===== src/rtl/sd_block_writer.sv =====
// SPI-mode SD single-block write controller: CMD24, 512-byte data block from a
// synchronous buffer RAM, data-response check, busy wait, then done/error report.
module sd_block_writer #(
    parameter int R1_POLL_MAX   = 8,
    parameter int BUSY_POLL_MAX = 65535,
    parameter int NCR_TAIL      = 1
) (
    input  logic        CLK,
    input  logic        RST,
    input  logic        wr_req,
    input  logic [31:0] addr,
    output logic        busy,
    output logic        done,
    output logic        err,
    output logic [2:0]  err_code,
    output logic [8:0]  buf_rd_addr,
    input  logic [7:0]  buf_rd_data,
    output logic        spi_cs,
    output logic [7:0]  spi_tx_data,
    output logic        spi_start,
    input  logic        spi_done,
    input  logic [7:0]  spi_rx_data
);

    localparam logic [15:0] R1_MAX   = 16'(R1_POLL_MAX);
    localparam logic [15:0] BUSY_MAX = 16'(BUSY_POLL_MAX);
    localparam logic [15:0] TAIL_N   = 16'(NCR_TAIL);

    typedef enum logic [3:0] {
        S_IDLE, S_CMD, S_R1WAIT, S_GAP, S_TOKEN, S_DATA, S_CRC,
        S_DRESP, S_BUSY, S_TAIL, S_ERRFF, S_FINISH
    } state_t;

    // Each send state cycles LAUNCH -> WAIT; DATA inserts FETCH for the RAM read latency.
    typedef enum logic [1:0] {PH_LAUNCH, PH_WAIT, PH_FETCH} phase_t;

    state_t      state_r, state_s;
    phase_t      phase_r, phase_s;
    logic [31:0] addr_r, addr_s;
    logic [15:0] cnt_r, cnt_s, cnt_inc_s;
    logic        busy_r, busy_s;
    logic        done_r, done_s;
    logic        err_r, err_s;
    logic [2:0]  err_code_r, err_code_s;
    logic [8:0]  buf_addr_r, buf_addr_s;
    logic        cs_r, cs_s;
    logic [7:0]  tx_r, tx_s, tx_byte_s;
    logic        start_r, start_s;
    logic        fail_s;
    logic [2:0]  fail_code_s;

    // Byte to transmit for the current state and byte index.
    always_comb begin
        tx_byte_s = 8'hFF;
        case (state_r)
            S_CMD: begin
                case (cnt_r[2:0])
                    3'd0:    tx_byte_s = 8'h58;
                    3'd1:    tx_byte_s = addr_r[31:24];
                    3'd2:    tx_byte_s = addr_r[23:16];
                    3'd3:    tx_byte_s = addr_r[15:8];
                    3'd4:    tx_byte_s = addr_r[7:0];
                    default: tx_byte_s = 8'hFF;
                endcase
            end
            S_TOKEN: tx_byte_s = 8'hFE;
            S_DATA:  tx_byte_s = buf_rd_data;
            default: tx_byte_s = 8'hFF;
        endcase
    end

    // Next-state and next-output logic.
    always_comb begin
        state_s     = state_r;
        phase_s     = phase_r;
        addr_s      = addr_r;
        cnt_s       = cnt_r;
        busy_s      = busy_r;
        done_s      = 1'b0;
        err_s       = err_r;
        err_code_s  = err_code_r;
        buf_addr_s  = buf_addr_r;
        cs_s        = cs_r;
        tx_s        = tx_r;
        start_s     = 1'b0;
        fail_s      = 1'b0;
        fail_code_s = 3'd0;
        cnt_inc_s   = (cnt_r == 16'hFFFF) ? cnt_r : cnt_r + 16'd1;

        case (state_r)
            S_IDLE: begin
                // A request coinciding with the done pulse is not taken.
                if (wr_req && !done_r) begin
                    addr_s     = addr;
                    busy_s     = 1'b1;
                    err_s      = 1'b0;
                    err_code_s = 3'd0;
                    cs_s       = 1'b0;
                    cnt_s      = 16'd0;
                    buf_addr_s = 9'd0;
                    phase_s    = PH_LAUNCH;
                    state_s    = S_CMD;
                end else begin
                    state_s = S_IDLE;
                end
            end
            S_FINISH: begin
                done_s  = 1'b1;
                busy_s  = 1'b0;
                state_s = S_IDLE;
            end
            S_CMD, S_R1WAIT, S_GAP, S_TOKEN, S_DATA, S_CRC,
            S_DRESP, S_BUSY, S_TAIL, S_ERRFF: begin
                case (phase_r)
                    PH_FETCH: phase_s = PH_LAUNCH;
                    PH_LAUNCH: begin
                        start_s = 1'b1;
                        tx_s    = tx_byte_s;
                        phase_s = PH_WAIT;
                    end
                    PH_WAIT: begin
                        if (spi_done) begin
                            phase_s = PH_LAUNCH;
                            case (state_r)
                                S_CMD: begin
                                    if (cnt_r == 16'd5) begin
                                        cnt_s   = 16'd0;
                                        state_s = S_R1WAIT;
                                    end else begin
                                        cnt_s = cnt_inc_s;
                                    end
                                end
                                S_R1WAIT: begin
                                    if (!spi_rx_data[7]) begin
                                        if (spi_rx_data == 8'h00) begin
                                            cnt_s   = 16'd0;
                                            state_s = S_GAP;
                                        end else begin
                                            fail_s      = 1'b1;
                                            fail_code_s = 3'd2;
                                        end
                                    end else if (cnt_inc_s >= R1_MAX) begin
                                        fail_s      = 1'b1;
                                        fail_code_s = 3'd1;
                                    end else begin
                                        cnt_s = cnt_inc_s;
                                    end
                                end
                                S_GAP:   state_s = S_TOKEN;
                                S_TOKEN: begin
                                    buf_addr_s = 9'd0;
                                    phase_s    = PH_FETCH;
                                    state_s    = S_DATA;
                                end
                                S_DATA: begin
                                    if (buf_addr_r == 9'd511) begin
                                        cnt_s   = 16'd0;
                                        state_s = S_CRC;
                                    end else begin
                                        buf_addr_s = buf_addr_r + 9'd1;
                                        phase_s    = PH_FETCH;
                                    end
                                end
                                S_CRC: begin
                                    if (cnt_r == 16'd1) begin
                                        cnt_s   = 16'd0;
                                        state_s = S_DRESP;
                                    end else begin
                                        cnt_s = cnt_inc_s;
                                    end
                                end
                                S_DRESP: begin
                                    if (spi_rx_data[4:0] == 5'h05) begin
                                        cnt_s   = 16'd0;
                                        state_s = S_BUSY;
                                    end else begin
                                        fail_s      = 1'b1;
                                        fail_code_s = 3'd3;
                                    end
                                end
                                S_BUSY: begin
                                    // Any nonzero byte ends busy, even on the last allowed poll.
                                    if (spi_rx_data != 8'h00) begin
                                        cnt_s = 16'd0;
                                        if (TAIL_N == 16'd0) begin
                                            cs_s    = 1'b1;
                                            state_s = S_FINISH;
                                        end else begin
                                            state_s = S_TAIL;
                                        end
                                    end else if (cnt_inc_s >= BUSY_MAX) begin
                                        fail_s      = 1'b1;
                                        fail_code_s = 3'd4;
                                    end else begin
                                        cnt_s = cnt_inc_s;
                                    end
                                end
                                S_TAIL: begin
                                    if (cnt_inc_s >= TAIL_N) begin
                                        cs_s    = 1'b1;
                                        state_s = S_FINISH;
                                    end else begin
                                        cnt_s = cnt_inc_s;
                                    end
                                end
                                S_ERRFF: begin
                                    cs_s    = 1'b1;
                                    state_s = S_FINISH;
                                end
                                default: state_s = S_IDLE;
                            endcase
                        end else begin
                            phase_s = PH_WAIT;
                        end
                    end
                    default: phase_s = PH_LAUNCH;
                endcase
            end
            default: begin
                cs_s    = 1'b1;
                busy_s  = 1'b0;
                state_s = S_IDLE;
            end
        endcase

        // Errors send one trailing 0xFF with CS still low before finishing.
        if (fail_s) begin
            err_s      = 1'b1;
            err_code_s = fail_code_s;
            cnt_s      = 16'd0;
            phase_s    = PH_LAUNCH;
            state_s    = S_ERRFF;
        end else begin
            err_s = err_s;
        end
    end

    // State and output registers with synchronous reset.
    always_ff @(posedge CLK) begin
        if (RST) begin
            state_r    <= S_IDLE;
            phase_r    <= PH_LAUNCH;
            addr_r     <= 32'd0;
            cnt_r      <= 16'd0;
            busy_r     <= 1'b0;
            done_r     <= 1'b0;
            err_r      <= 1'b0;
            err_code_r <= 3'd0;
            buf_addr_r <= 9'd0;
            cs_r       <= 1'b1;
            tx_r       <= 8'hFF;
            start_r    <= 1'b0;
        end else begin
            state_r    <= state_s;
            phase_r    <= phase_s;
            addr_r     <= addr_s;
            cnt_r      <= cnt_s;
            busy_r     <= busy_s;
            done_r     <= done_s;
            err_r      <= err_s;
            err_code_r <= err_code_s;
            buf_addr_r <= buf_addr_s;
            cs_r       <= cs_s;
            tx_r       <= tx_s;
            start_r    <= start_s;
        end
    end

    assign busy        = busy_r;
    assign done        = done_r;
    assign err         = err_r;
    assign err_code    = err_code_r;
    assign buf_rd_addr = buf_addr_r;
    assign spi_cs      = cs_r;
    assign spi_tx_data = tx_r;
    assign spi_start   = start_r;

endmodule


===== config.mk =====
export PLATFORM = sky130hd
export DESIGN_NAME = sd_block_writer
export DESIGN_NICKNAME = d
export VERILOG_FILES = /design/src/rtl/sd_block_writer.sv
export SDC_FILE = /design/constraint.sdc
export NUM_CORES = 1
export LEC_CHECK = 0
export CELL_PAD_IN_SITES_DETAIL_PLACEMENT = 1
export CELL_PAD_IN_SITES_GLOBAL_PLACEMENT = 1
export CORE_ASPECT_RATIO = 0.75
export CORE_MARGIN = 2
export CORE_UTILIZATION = 40
export DETAILED_ROUTE_END_ITERATION = 8
export PLACE_DENSITY = 0.83
export REMOVE_ABC_BUFFERS = 1
export SKIP_CTS_REPAIR_TIMING = 1
export SYNTH_ARGS = -nofsm -noshare
export SYNTH_HDL_FRONTEND = slang
export SYNTH_SLANG_ARGS = --single-unit

===== constraint.sdc =====
create_clock -name CLK -period 4.37 [get_ports CLK]
set_clock_uncertainty 0.2 [all_clocks]
set_input_delay 0.437 -clock CLK [delete_from_list [all_inputs] [get_ports CLK]]
set_output_delay 0.437 -clock CLK [all_outputs]
set_load 0.01 [all_outputs]

* Word-level counts from Yosys, hierarchy flattened
Cells that the tools add are included.
** Storage, ports and cells
- Output and inout bits :: 25
- Memories :: 0
- Bits in registers :: 79
- Bits in writable memories :: 0
- Latch bits :: 0
- Bits in read-only memories :: 0
** Operators by class
- Add/subtract/negate cells :: 2
- Multiplexer cells :: 79
- Equality and inequality tests :: 50
- Divide/modulo/power cells :: 0
- $mul :: 0
- Reductions and logical operators :: 23
- Magnitude comparators :: 3
- Bitwise gates (word level) :: 2
- Shift-type cells :: 0
** Operator list (number)
- 2-to-1 mux 16 bit :: 14
- case mux 16 bit (7 select lines) :: 1
- 2-to-1 mux 4 bit :: 11
- != test 4 bit, second input constant :: 11
- != test 3 bit, second input constant :: 14
- case mux 4 bit (10 select lines) :: 1
- case mux 8 bit (5 select lines) :: 1
- 2-to-1 mux 9 bit :: 4
- case mux 9 bit (2 select lines) :: 2
- case mux 16 bit (2 select lines) :: 1
- 2-to-1 mux 3 bit :: 9
- case mux 8 bit (3 select lines) :: 1
- 2-to-1 mux 1 bit :: 20
- AND reduction 10 bit :: 2
- adder 16 x 1 -> 16 bit, second input constant :: 1
- == test 16 x 1 -> 1 bit, second input constant :: 1
- == test 16 bit, second input constant :: 1
- == test 16 x 3 -> 1 bit, second input constant :: 1
- == test 4 x 3 -> 1 bit, second input constant :: 4
- == test 4 bit, second input constant :: 4
- greater-or-equal comparator 16 x 1 -> 1 bit, second input constant :: 1
- greater-or-equal comparator 16 bit, second input constant :: 1
- greater-or-equal comparator 16 x 4 -> 1 bit, second input constant :: 1
- case mux 2 bit (2 select lines) :: 3
- other kinds (30) :: 49

* Depth between registers and ports, before layout
- Depth in word-level cells :: 11
- Depth in mapped cells :: 12
- Mapped depth without buffers :: 10

* Least setup slack after synthesis
OpenSTA, ideal clock, no wires.
- Kind :: flip-flop to flip-flop
- Start point :: register cnt_r[1]
- End point :: register cnt_r[5]
- Path slack :: 1.079 ns
- Period minus slack after synthesis :: 3.291 ns
- Stages on the path, launching flop included :: 12
- Data arrival time :: 3.025 ns
- Path buffers :: 2
- Required time :: 4.104 ns
- Path through :: dfxtp_1 > ha_1 > and3_1 > buf_4 > a21o_1 > a211oi_1 > o22ai_1 > o41a_1 > or4_4 > buf_6 > or4_4 > a21oi_2
** Between the ends
- Longest elaborated chain between the ends :: 10
** RTL lines
- from (decl) :: line 40 : logic [15:0] cnt_r, cnt_s, cnt_inc_s;
- from (signal assigned) :: line 257 : cnt_r <= cnt_s;
- adder 16 x 1 -> 16 bit or == test 16 bit (tied branches) :: line 88 : cnt_inc_s = (cnt_r == 16'hFFFF) ? cnt_r : cnt_r + 16'd1;
- 2-to-1 mux 16 bit :: line 88
- greater-or-equal comparator 16 bit or greater-or-equal comparator 16 x 4 -> 1 bit (tied branches) :: line 191, 142
- 2-to-1 mux 1 bit, on equally long branches :: line 191, 142
- 2-to-1 mux 1 bit, on equally long branches :: line 183, 134
- case mux 1 bit (3 select lines) :: line 124 : case (state_r)
- 2-to-1 mux 1 bit :: line 122 : if (spi_done) begin
- 2-to-1 mux 1 bit :: line 114 : case (phase_r)
- 2-to-1 mux 1 bit :: line 90 : case (state_r)
- OR reduction 2 bit (no source line)
Several ways; a longest one is shown, not always the timed one. The select of a mux whose other input is x is not followed.
A chain may end at the register's enable or synchronous reset.

* Final worst setup path
- Start point :: register cnt_r[0]
- End point :: register cnt_r[5]
Same word-level chain as after synthesis.

==> results.toml <==
[logic_synthesis]
synth_top_family_by_area = "simple AND/OR/NAND/NOR gates"
async_flop_share = 0
synth-compound-area-share = 0.243
syn_area_sq_mm = 0.00470
synth_fa_ha_area_frac = 0.0186
ys_seq_area_frac = 0.336
synth-xor-area-share = 0.0168
synth_simple_gate_area_share = 0.300
yosys_warnings = 0
synth_edf_count = 0
synth_seq_cells = 79
synth_ff_type = "dfxtp_1"
yosysUniqueCellTypes = 75
syn_area_per_cell_sq_um = 7.76
muxShareOfSynthArea = 0.0184
synthCells = 606

[floorplanning]
fp.dieH_um = 97.9
rows = 34
die-area_sq_mm = 0.0126
die_x_um = 129
pin_count = 77
start_util = 0.408
core_sq_mm = 0.0115

[setup_path]
critPathCaptureType = "flop"
worstPathArrival_ns = 4.06
max_stage_delay_ns = 0.62
crit_family = "simple AND/OR/NAND/NOR gates"
cp_max_fo = 32
cp_num_buf_inv = 0
path_common_cell = "or4_4"
critPathKind = "flop to flop"
startpoint_type = "flop"
worstPathRequired_ns = 4.43
cp_slowest_cell = "or4_4"
worstPathCellList = "ha_1 > and3_1 > nand4_2 > mux2i_2 > nand4b_1 > o41a_1 > or4_4 > or4_4 > a21oi_2"

[clock_tree]
cts_tree = "built"
clkTransAtPathRegs_ns = 0.06
htreeDepth = 3
cts.path.max_buffers = 2
cts.sink_count = 79
cts_buffers = 9
clockRootBuffer = "clkbuf_16"
clk_latency_ns = 0.34

[route]
dr_wl_met2_um = 7490
wl_um = 16700
first_pass_iters = 5
drc = 0
dr_wl_met3_um = 1160
top_layer = "met4"
avgRoutedWirePerCell_um = 20.3
final_antenna_net_count = 0
vias = 5018
viasPerCell = 6.12
drt_iter0_drc = 344
wl_met1_um = 7690

[place]
dp_hpwl_um = 11900
place.gp.congestion = 1.02
numPortBuffers = 76

[final_layout]
antenna_cells = 0
nNetsFinal = 713
final_common_cell = "nand2_1"
area_growth_pct = 24.0
final_cell_mix = "97 x nand2_1, 79 x dfxtp_1, 75 x clkdlybuf4s50_1"
fillers = 1401
drive_gt1_frac = 0.0942

[pwr]
leakage_nw = 2.06
p_comb_frac = 0.402
p_switching_mw = 1.17
power.density_mw_per_mm2 = 506
ir_worst_vdd_mv = 0.261
pwr-share-clk = 0.281
p_int_mw = 1.78
power_mw = 2.95
swShare = 0.395
seqPwrFrac = 0.317

[sta]
fin_setup_tns_ns = 0
fin_crit_ns = 4.00
hold_viol_final = 0
fmax_ghz = 0.250
slew_headroom = 0.497
setup_violations = 0
period_share = 0.916
worstMarginPinSlew_ns = 0.755
rsz0062_at_grt = "no"
slew_violations = 0

[grt]
antenna_found_initial = 0
grt_use_total = 0.265
overflow = 0
grt_pass1_wl_um = 26600
grt_pass1_vias = 4966
grt_max_degree = 38

[run]
drv_cap = 0

[hold_path]
hold_path_class = "flop to flop"

[status]
status = "finished, final reports clean"
[path summary, 6_finish.rpt]
| kind | from | end | slack [ns] | cells past startpoint |
|---|---|---|---|---|
| max | cnt_r[0] | cnt_r[5] | 0.37 | 9 |
| min | addr_r[7] | addr_r[7] | 0.26 | 2 |
| max reg2reg | cnt_r[0] | cnt_r[5] | 0.37 | 9 |
| min reg2reg | addr_r[7] | addr_r[7] | 0.26 | 2 |
[layer usage]
layer / GRT usage / vias up
met4: 0.0769 / 0
met3: 0.0477 / 28
li1: - / 2323
met5: 0 / -
met2: 0.415 / 202
met1: 0.374 / 2465
[cell type report]
type / count / area (sq um) / share of cell area
repair buffers: 92 / 876 / 0.150
inverters: 9 / 33.8 / 0.00580
flip-flops and latches: 79 / 1580 / 0.271
well taps: 162 / 203 / 0.0348
multi-input cells: 463 / 2810 / 0.483
clock buffers: 10 / 239 / 0.0410
clock inverters: 5 / 81.3 / 0.0140
[logic make-up after synthesis]
kind of cell	count (synthesis)
buffers and inverters	64
AOI/OAI and AO/OA	171
and+or+nand+nor	268
adders and majority gates	7
xor gates and xnor gates	9
muxes	8
DFF	79
[stage by stage]
step,cells,worst slack [ns],area (sq um),util,hold slack [ns]
after floorplan,551,0.436,4420,-,0.226
after global placement,805,0.585,5510,0.478,0.241
after detailed placement,805,0.474,5510,0.478,0.250
after CTS,820,0.447,5830,0.506,0.261
after global routing,820,0.149,5830,0.506,0.280
final,820,0.366,5830,0.506,0.261
[synth_stat cells, types with 6 or more instances]
master / instances / area share
nand2_1: 97 / 0.077
dfxtp_1: 79 / 0.34
a21oi_1: 66 / 0.070
nor2_1: 41 / 0.033
clkbuf_1: 31 / 0.025
nor3_1: 24 / 0.026
o21ai_0: 19 / 0.020
a31oi_1: 16 / 0.021
nand3_1: 16 / 0.017
nor4_1: 13 / 0.017
buf_2: 12 / 0.013
nand2b_1: 11 / 0.015
a211o_1: 9 / 0.017
and3_1: 9 / 0.012
inv_1: 8 / 0.0064
or4_1: 8 / 0.013
xnor2_1: 8 / 0.015
ha_1: 7 / 0.019
nand4_1: 7 / 0.0093
or3_1: 7 / 0.0093
buf_6: 6 / 0.014
[power by group through the flow]
stage               Clock (mW)  Combinational [mW]  Sequential, mW
floorplan                    0               0.691           0.948
global placement             0                1.11           0.938
detailed placement           0                1.16           0.946
CTS                      0.837                1.18           0.933
global route             0.869                1.30           0.948
finish                   0.830                1.19           0.935
[registers in the layout (all words and copies together), names as in the netlist, 2 cells and up]
name / count
addr_r: 32
buf_rd_addr: 9
cnt_r: 16
err_code: 3
phase_r: 2
spi_tx_data: 8
state_r: 4
[worst reg2reg max path, stage by stage, from the launching register on]
cell	delay (ns)
dfxtp_1	0.53
ha_1	0.28
and3_1	0.48
nand4_2	0.18
mux2i_2	0.34
nand4b_1	0.17
o41a_1	0.44
or4_4	0.62
or4_4	0.55
a21oi_2	0.15
Note: power is estimated with default switching activity, not from simulation.
